## src/rtl/imem_loader_if.sv

```systemverilog
// Byte-stream handshake and instruction-memory write bus for imem_loader.
// master = stream producer / memory side, slave = the loader.
interface imem_loader_if;
  logic        byte_valid;
  logic [7:0]  byte_data;
  logic        byte_ready;
  logic        mem_we;
  logic [31:0] mem_addr;
  logic [31:0] mem_wdata;

  modport master (
    output byte_valid, byte_data,
    input  byte_ready, mem_we, mem_addr, mem_wdata
  );

  modport slave (
    input  byte_valid, byte_data,
    output byte_ready, mem_we, mem_addr, mem_wdata
  );
endinterface

```

## src/rtl/imem_loader.sv

```systemverilog
// Boot-time instruction memory loader: length, little-endian instruction
// bytes and an XOR checksum; the core is held in reset until a good load.
module imem_loader #(
  parameter int unsigned DEPTH_WORDS = 256,
  parameter logic [31:0] BASE_ADDR   = 32'h0000_0000
) (
  input  logic          clock,
  input  logic          reset,
  input  logic          start,
  imem_loader_if.slave  bus,
  output logic          cpu_hold,
  output logic          done,
  output logic          error
);

  typedef enum logic [2:0] {
    IDLE, LEN_LO, LEN_HI, DATA, WRITE, CHECK, DONE, ERR
  } state_t;

  state_t      state, state_n;
  logic [15:0] count;
  logic [15:0] index;
  logic [1:0]  bcnt;
  logic [7:0]  csum;
  logic [23:0] word_lo;
  logic        rdy;
  logic        we;
  logic        accept;
  logic [15:0] len_in;
  logic [15:0] index_nxt;

  assign accept    = bus.byte_valid & rdy;
  assign len_in    = {bus.byte_data, count[7:0]};
  assign index_nxt = index + 16'd1;

  always_ff @(posedge clock or negedge reset) begin
    if (!reset) state <= IDLE;
    else        state <= state_n;
  end

  always_comb begin
    state_n = state;
    unique case (state)
      IDLE:   if (start) state_n = LEN_LO;
      LEN_LO: if (accept) state_n = LEN_HI;
      LEN_HI:
        if (accept) begin
          if (32'(len_in) > 32'(DEPTH_WORDS)) state_n = ERR;
          else if (len_in == '0)              state_n = CHECK;
          else                                state_n = DATA;
        end
      DATA:   if (accept && bcnt == 2'd3) state_n = WRITE;
      WRITE:  state_n = (index_nxt == count) ? CHECK : DATA;
      CHECK:
        if (accept) state_n = (bus.byte_data == csum) ? DONE : ERR;
      DONE:   if (start) state_n = LEN_LO;
      ERR:    if (start) state_n = LEN_LO;
      default: state_n = IDLE;
    endcase
  end

  always_comb begin
    rdy      = 1'b0;
    we       = 1'b0;
    done     = 1'b0;
    error    = 1'b0;
    cpu_hold = 1'b1;
    unique case (state)
      LEN_LO, LEN_HI, DATA, CHECK: rdy = 1'b1;
      WRITE: we = 1'b1;
      DONE: begin
        done     = 1'b1;
        cpu_hold = 1'b0;
      end
      ERR:  error = 1'b1;
      default: ;
    endcase
  end

  assign bus.byte_ready = rdy;
  assign bus.mem_we     = we;

  // Address and data are latched with the 4th byte so they are stable for
  // the whole WRITE cycle and hold afterwards.
  always_ff @(posedge clock or negedge reset) begin
    if (!reset) begin
      count         <= '0;
      index         <= '0;
      bcnt          <= '0;
      csum          <= '0;
      word_lo       <= '0;
      bus.mem_addr  <= '0;
      bus.mem_wdata <= '0;
    end else begin
      unique case (state)
        IDLE, DONE, ERR:
          if (start) begin
            index <= '0;
            bcnt  <= '0;
            csum  <= '0;
          end
        LEN_LO: if (accept) count[7:0]  <= bus.byte_data;
        LEN_HI: if (accept) count[15:8] <= bus.byte_data;
        DATA:
          if (accept) begin
            csum <= csum ^ bus.byte_data;
            bcnt <= bcnt + 2'd1;
            unique case (bcnt)
              2'd0: word_lo[7:0]   <= bus.byte_data;
              2'd1: word_lo[15:8]  <= bus.byte_data;
              2'd2: word_lo[23:16] <= bus.byte_data;
              default: begin
                bus.mem_addr  <= BASE_ADDR + {14'b0, index, 2'b00};
                bus.mem_wdata <= {bus.byte_data, word_lo};
              end
            endcase
          end
        WRITE: begin
          index <= index_nxt;
          bcnt  <= '0;
        end
        default: ;
      endcase
    end
  end

endmodule
```

## src/flat_wrapper.sv

```systemverilog
// flat-port wrapper written by rule: the top's interface ports become plain ports
module imem_loader_flat 
#(
  parameter int unsigned DEPTH_WORDS = 256,
  parameter logic [31:0] BASE_ADDR   = 32'h0000_0000
)
  (clock, reset, start, cpu_hold, done, error, bus_byte_valid, bus_byte_data, bus_byte_ready, bus_mem_we, bus_mem_addr, bus_mem_wdata);
  imem_loader_if bus_i ();
  input  logic clock;
  input  logic reset;
  input  logic start;
  output logic cpu_hold;
  output logic done;
  output logic error;
  input wire logic [$bits(bus_i.byte_valid)-1:0] bus_byte_valid;
  input wire logic [$bits(bus_i.byte_data)-1:0] bus_byte_data;
  output wire logic [$bits(bus_i.byte_ready)-1:0] bus_byte_ready;
  output wire logic [$bits(bus_i.mem_we)-1:0] bus_mem_we;
  output wire logic [$bits(bus_i.mem_addr)-1:0] bus_mem_addr;
  output wire logic [$bits(bus_i.mem_wdata)-1:0] bus_mem_wdata;
  assign bus_i.byte_valid = bus_byte_valid;
  assign bus_i.byte_data = bus_byte_data;
  assign bus_byte_ready = bus_i.byte_ready;
  assign bus_mem_we = bus_i.mem_we;
  assign bus_mem_addr = bus_i.mem_addr;
  assign bus_mem_wdata = bus_i.mem_wdata;
  imem_loader #(.DEPTH_WORDS(DEPTH_WORDS), .BASE_ADDR(BASE_ADDR)) u_core (.clock(clock), .reset(reset), .start(start), .bus(bus_i), .cpu_hold(cpu_hold), .done(done), .error(error));
endmodule
```

## config.mk

```make
export PLATFORM = sky130hd
export DESIGN_NAME = imem_loader_flat
export DESIGN_NICKNAME = d
export VERILOG_FILES = /design/src/rtl/imem_loader_if.sv /design/src/rtl/imem_loader.sv /design/src/flat_wrapper.sv
export SDC_FILE = /design/constraint.sdc
export NUM_CORES = 1
export LEC_CHECK = 0
export BUFFER_PORTS_ARGS = -buffer_cell sky130_fd_sc_hd__buf_2
export CAP_MARGIN = 20
export CORE_UTILIZATION = 62
export CTS_CLUSTER_DIAMETER = 30
export DETAILED_ROUTE_END_ITERATION = 12
export HOLD_SLACK_MARGIN = 0.05
export PLACE_DENSITY_LB_ADDON = 0.1
export SYNTH_ARGS = -nofsm -noshare
export SYNTH_HDL_FRONTEND = slang
export SYNTH_SLANG_ARGS = --single-unit
```

## constraint.sdc

```tcl
create_clock -name clock -period 5.8 [get_ports clock]
set_input_delay 0.87 -clock clock [delete_from_list [all_inputs] [get_ports clock]]
set_output_delay 0.87 -clock clock [all_outputs]
set_load 0.01 [all_outputs]
```

=== Word level (Yosys, flattened, before mapping) ===
Cells that the tools add are included.

* Input bits: 12
* Flip-flop bits (word level): 117

* Magnitude comparators: 1
* Bitwise logic cells: 3
* Mux-type cells: 23
* Eq/ne operators: 18
* $add $sub $neg: 2
* Reduce and logical (&&, ||, !) cells: 20

{| class="wikitable"
|+ Operators with widths
! cell !! count
|-
| $pmux 16 s2 || 1
|-
| $mux 3 || 8
|-
| $pmux 3 s6 || 1
|-
| $reduce_and 3->1 || 6
|-
| $add 16x1->16 const B || 1
|-
| $eq 16x16->1 || 1
|-
| $gt 16x9->1 const B || 1
|-
| $logic_not 16->1 || 1
|-
| $mux 16 || 1
|-
| $mux 8 || 2
|-
| $pmux 8 s2 || 1
|-
| $eq 3x3->1 const B || 4
|-
| $ne 2x1->1 const B || 6
|-
| $eq 8x8->1 || 1
|-
| $xor 8x8->8 || 1
|-
| $eq 3x2->1 const B || 2
|-
| $mux 1 || 6
|-
| $pmux 2 s3 || 1
|-
| $reduce_and 2->1 || 3
|-
| $reduce_or 3->1 || 2
|-
| $reduce_and 5->1 || 1
|-
| $eq 2x2->1 const B || 2
|-
| $mux 2 || 2
|-
| $reduce_bool 2->1 || 2
|-
| 10 further kinds || 10
|}

=== Longest topological paths before layout ===
* Depth in word-level cells: 7
* Depth in mapped cells: 9
* Depth with buffers taken out: 7

=== Least setup slack after synthesis ===
No wires, ideal clock.

* Path type: register to register
* Start: register u_core.index[0]
* End: register u_core.state[1]
* Period minus slack after synthesis: 2.223 ns
* Slack: 3.577 ns
* Setup time: 0.124 ns
* Data required time: 5.676 ns
* Arrival time: 2.099 ns
* Cell stages (with the launch flop): 10
* Buffers on the path: 2
* Path through: dfrtp_1 ha_1 and4_2 buf_6 and3_1 buf_2 xnor2_1 nor4b_2 nand3_1 o31a_1

* Cells in the longest elaborated chain, start to end: 4

{| class="wikitable"
|+ Ends and longest elaborated chain
! item !! RTL line !! RTL
|-
| start, declared || imem_loader.sv:22 || <nowiki>logic [15:0] index;</nowiki>
|-
| start signal, assigned || imem_loader.sv:119 || <nowiki>index <= index_nxt;</nowiki>
|-
| $add 16x1->16 || imem_loader.sv:34 || <nowiki>assign index_nxt = index + 16'd1;</nowiki>
|-
| $eq 16x16->1 || imem_loader.sv:53 || <nowiki>WRITE: state_n = (index_nxt == count) ? CHECK : DATA;</nowiki>
|-
| $mux 3 || imem_loader.sv:53 ||
|-
| $pmux 3 s6 || imem_loader.sv:43 || <nowiki>unique case (state)</nowiki>
|-
| end signal, assigned || imem_loader.sv:38 || <nowiki>else state <= state_n;</nowiki>
|-
| end, declared || imem_loader.sv:20 || <nowiki>state_t state, state_n;</nowiki>
|}

Every way passes these cells.
A chain may end at the register's enable or synchronous reset.

=== Final worst setup path ===
* Start: register u_core.state[1]
* End: output port bus_mem_we

* Cells in the longest elaborated chain, start to end: 2

{| class="wikitable"
|+ Ends and longest elaborated chain
! item !! RTL line !! RTL
|-
| $eq 3x3->1 || imem_loader.sv:68 || <nowiki>unique case (state)</nowiki>
|-
| $mux 1 || imem_loader.sv:68 ||
|-
| end, declared || flat_wrapper.sv:18 || <nowiki>output wire logic [$bits(bus_i.mem_we)-1:0] bus_mem_we;</nowiki>
|}

Every way passes these cells.

==> run metrics <==
Die W between 90 and 100 um; Leakage between 3 and 4 nW; post-DP HPWL slightly below 8 mm; reg-to-reg slack, setup ~3.2 ns; routed length per instance roughly 17 um; Sw Pwr 0.000989 W; syn_area_per_cell 11.3 um^2; # DRC 0; Chip Height approximately 97 um; Fillers 620; post-synthesis adder-cell area fraction under 10%; Critical Path End Type output port; area grow syn2layout 14.7%; initial cell density of the core roughly 64%; hold crit path type input port to async pin; post-CTS setup repair buffer count 0; CTS sink count between 100 and 150; clock share of power approximately 30%; Yosys cell types 53; Fin Setup TNS 0 ns; RSZ-0062 raised after global routing false; vias per cell around 5.9; Reg2Reg Launch Point u_core.index[0]; final WL between 10 and 15 mm; Post-Synthesis Cells between 400 and 500; fin crit period about 3.4 ns; 1st-pass router iterations 5; Iter 0 DRT Violations ~250; fin cells between 600 and 700; # port buffers 64; status finished clean; Vias a little under 4,000; pwr dens roughly 470 mW/mm^2; area of the core approximately 0.0087 mm^2; worst vdd ir between 0.2 and 0.3 mV; area share of and/or/nand/nor cells after synthesis around a tenth; Layout Skew around 0.0076 ns; Slew Limit Headroom between 30 and 40%; initial antenna violation count 0; Ports between 80 and 90; Logic pwr share 27.7%; EDFF count, synth 0; TritonCTS Buffers 17; Worst R2R Path Depth 6; FP Rows 34; H-tree levels 4; DIE AREA around 0.0094 mm^2; complex-gate fraction of the synthesized area 9.48%; Max FO, Critical Path 20; CTS Hold Bufs 0; clk_lat worst skew 0.51 ns; top_reg_cell synth dfrtp_1; Fmax achieved 0.295 GHz; FFs w/ async S/R, synth 100%; clk buf depth 2; crit path kind register to output port; routability cong. 0.892; # placed instances about 640; max-slew violations 0; Final Cycle Share 58.5%; pin count of the biggest net entering global routing 74; FF+latch count, synth about 120; Seq/Total Area, Yosys 52.3%; largest family of logic cells by synthesized area multiplexers; Final #Nets about 570; WP data arrival 2.52 ns; GR Util All Layers between 20% and 30%; Req. time, crit path roughly 4.9 ns; hold violation count in the final report 0; Power Internal between 0.002 and 0.0025 W; Synth warnings 0; ANT cells 0; CTS root buffer clkbuf_8; max-cap viol count 0; measured slew at the worst slew-check pin 0.906 ns; grt total ovfl 0; type of origin of the critical path register; Post-CTS Resized 0; share of power burned in registers 42.0%; remaining antenna violation count after routing 0; Synth Area in XOR/XNOR under 10%; final setup violation count 0; mux contribution to synthesized area ~17%; clock slew at reported path FFs approximately 0.06 ns; share of cells above drive strength 1 around 34%; switching fraction of total power 32.6%; TritonCTS clock tree built; first-pass GRT wire length approximately 19 mm; worst reg2reg path endpoint u_core.state[1]; vias in the first global route 3,758; Cell Area, Synth between 0.005 and 0.006 mm^2
## per-stage QoR
stage / utilization [%] / hold slack (ns) / cell area [um^2] / power, W / worst slack (ns)
floorplan: - / 0.446 / 5650 / 0.00185 / 3.58
global placement: 67.5 / 0.455 / 5880 / 0.00206 / 3.14
detailed placement: 67.5 / 0.466 / 5880 / 0.00212 / 2.98
CTS: 73.6 / 0.492 / 6420 / 0.00305 / 2.44
global route: 73.6 / 0.512 / 6420 / 0.00320 / 2.24
finish: 73.6 / 0.473 / 6420 / 0.00303 / 2.41
## layer usage
metal | up-vias | global-route usage, % | part of all wire [%]
met3 | 15 | 6.36 | 4.8
met2 | 121 | 41.4 | 50
met1 | 1991 | 35.8 | 44
met5 | - | 0 | 0
met4 | 0 | 7.23 | 1.1
li1 | 1819 | - | -
## power groups by stage
stage	Sequential (W)	Combinational [W]	Clock, W
6_report	0.00127	0.000839	0.000919
4_1_cts	0.00127	0.000844	0.000931
3_3_place_gp	0.00126	0.000801	0
2_1_floorplan	0.00125	0.000600	0
3_5_place_dp	0.00128	0.000836	0
5_1_grt	0.00131	0.000920	0.000970
## Yosys cell counts (all sizes together), types with 2 or more instances
cell type / n / share of area, %
and4: 2 / 0.34
o41ai: 2 / 0.31
buf: 26 / 3.2
and2: 5 / 0.56
ha: 5 / 1.1
nand3: 9 / 0.80
a22o: 3 / 0.47
nand2: 39 / 2.6
xor2: 7 / 1.1
inv: 10 / 0.67
and3: 5 / 0.58
clkbuf: 19 / 1.3
nor3: 6 / 0.54
or3: 3 / 0.34
nor4: 4 / 0.45
o31ai: 8 / 1.1
o311ai: 2 / 0.31
nor2: 24 / 1.6
o21ai: 45 / 4.0
nor2b: 3 / 0.34
nand4: 5 / 0.56
dfrtp: 117 / 52
xnor2: 18 / 3.0
a21oi: 7 / 0.63
mux2: 83 / 17
nand2b: 9 / 1.0
a31oi: 6 / 0.67
o2111ai: 2 / 0.31
## cell families (layout without fill, tap and decap cells)
| logic type | Yosys count | in the layout |
|---|---|---|
| compound gates | 86 | 86 |
| xor+xnor | 26 | 26 |
| fa+ha+maj | 5 | 5 |
| buf+inv | 56 | 110 |
| flops | 117 | 117 |
| mux | 84 | 84 |
| other cells | 1 | 16 |
| simple gates | 118 | 118 |
## state kept, by name, summed over array words and instances (netlist names)
| signal | flops |
|---|---|
| u_core.bcnt | 2 |
| u_core.word_lo | 24 |
| u_core.csum | 8 |
| u_core.state | 3 |
| u_core.bus.mem_wdata | 32 |
| u_core.index | 16 |
| u_core.bus.mem_addr | 16 |
| u_core.count | 16 |
## area by class of cell
class | instances | area, um^2 | share of cell area [%]
flip-flops and latches | 117 | 2930 | 45.6
inverters | 11 | 41.3 | 0.643
clock inverters | 13 | 104 | 1.62
multi-input cells | 335 | 2430 | 37.9
repair buffers | 67 | 345 | 5.38
well taps | 108 | 135 | 2.10
clock buffers | 19 | 432 | 6.72
## placed cells by master, fill, tap and decap left out, types with 2 or more instances in the layout
cell type / Yosys / final
dfrtp_1: 117 / 117
mux2_2: 83 / 83
buf_2: 2 / 63
o21ai_0: 45 / 45
nand2_1: 39 / 38
nor2_1: 24 / 24
xnor2_1: 17 / 17
conb_1: 1 / 16
clkbuf_16: 0 / 16
inv_1: 10 / 10
nand2b_1: 9 / 9
nand3_1: 9 / 9
o31ai_1: 8 / 8
a21oi_1: 7 / 7
xor2_1: 7 / 7
a31oi_1: 6 / 6
nor3_1: 6 / 6
nand4_1: 5 / 5
and2_1: 5 / 5
ha_1: 5 / 5
clkinv_4: 0 / 5
clkinvlp_4: 0 / 5
and3_1: 4 / 4
nor4_1: 4 / 4
buf_4: 17 / 4
nor2b_1: 3 / 3
a22o_1: 3 / 3
or3_1: 3 / 3
o311ai_0: 2 / 2
o41ai_1: 2 / 2
o2111ai_1: 2 / 2
clkbuf_8: 0 / 2
inv_6: 0 / 2
## worst max path at each step
stage	slack, ns	to	start
2_1_floorplan	3.58	u_core.state[1]	u_core.index[0]
3_3_place_gp	3.14	u_core.bus.mem_wdata[20]	bus_byte_valid
3_5_place_dp	2.98	bus_mem_we	u_core.state[0]
4_1_cts	2.44	bus_mem_we	u_core.state[0]
5_1_grt	2.24	bus_mem_we	u_core.state[0]
6_report	2.41	bus_mem_we	u_core.state[1]
## critical path: stages, from the launching register on
cell and delay (ns):
dfrtp_1 0.57, nor2_1 0.19, nand2_1 0.53, clkinv_1 0.46
buf_2 0.26
Power figures use the tool's default switching activity.
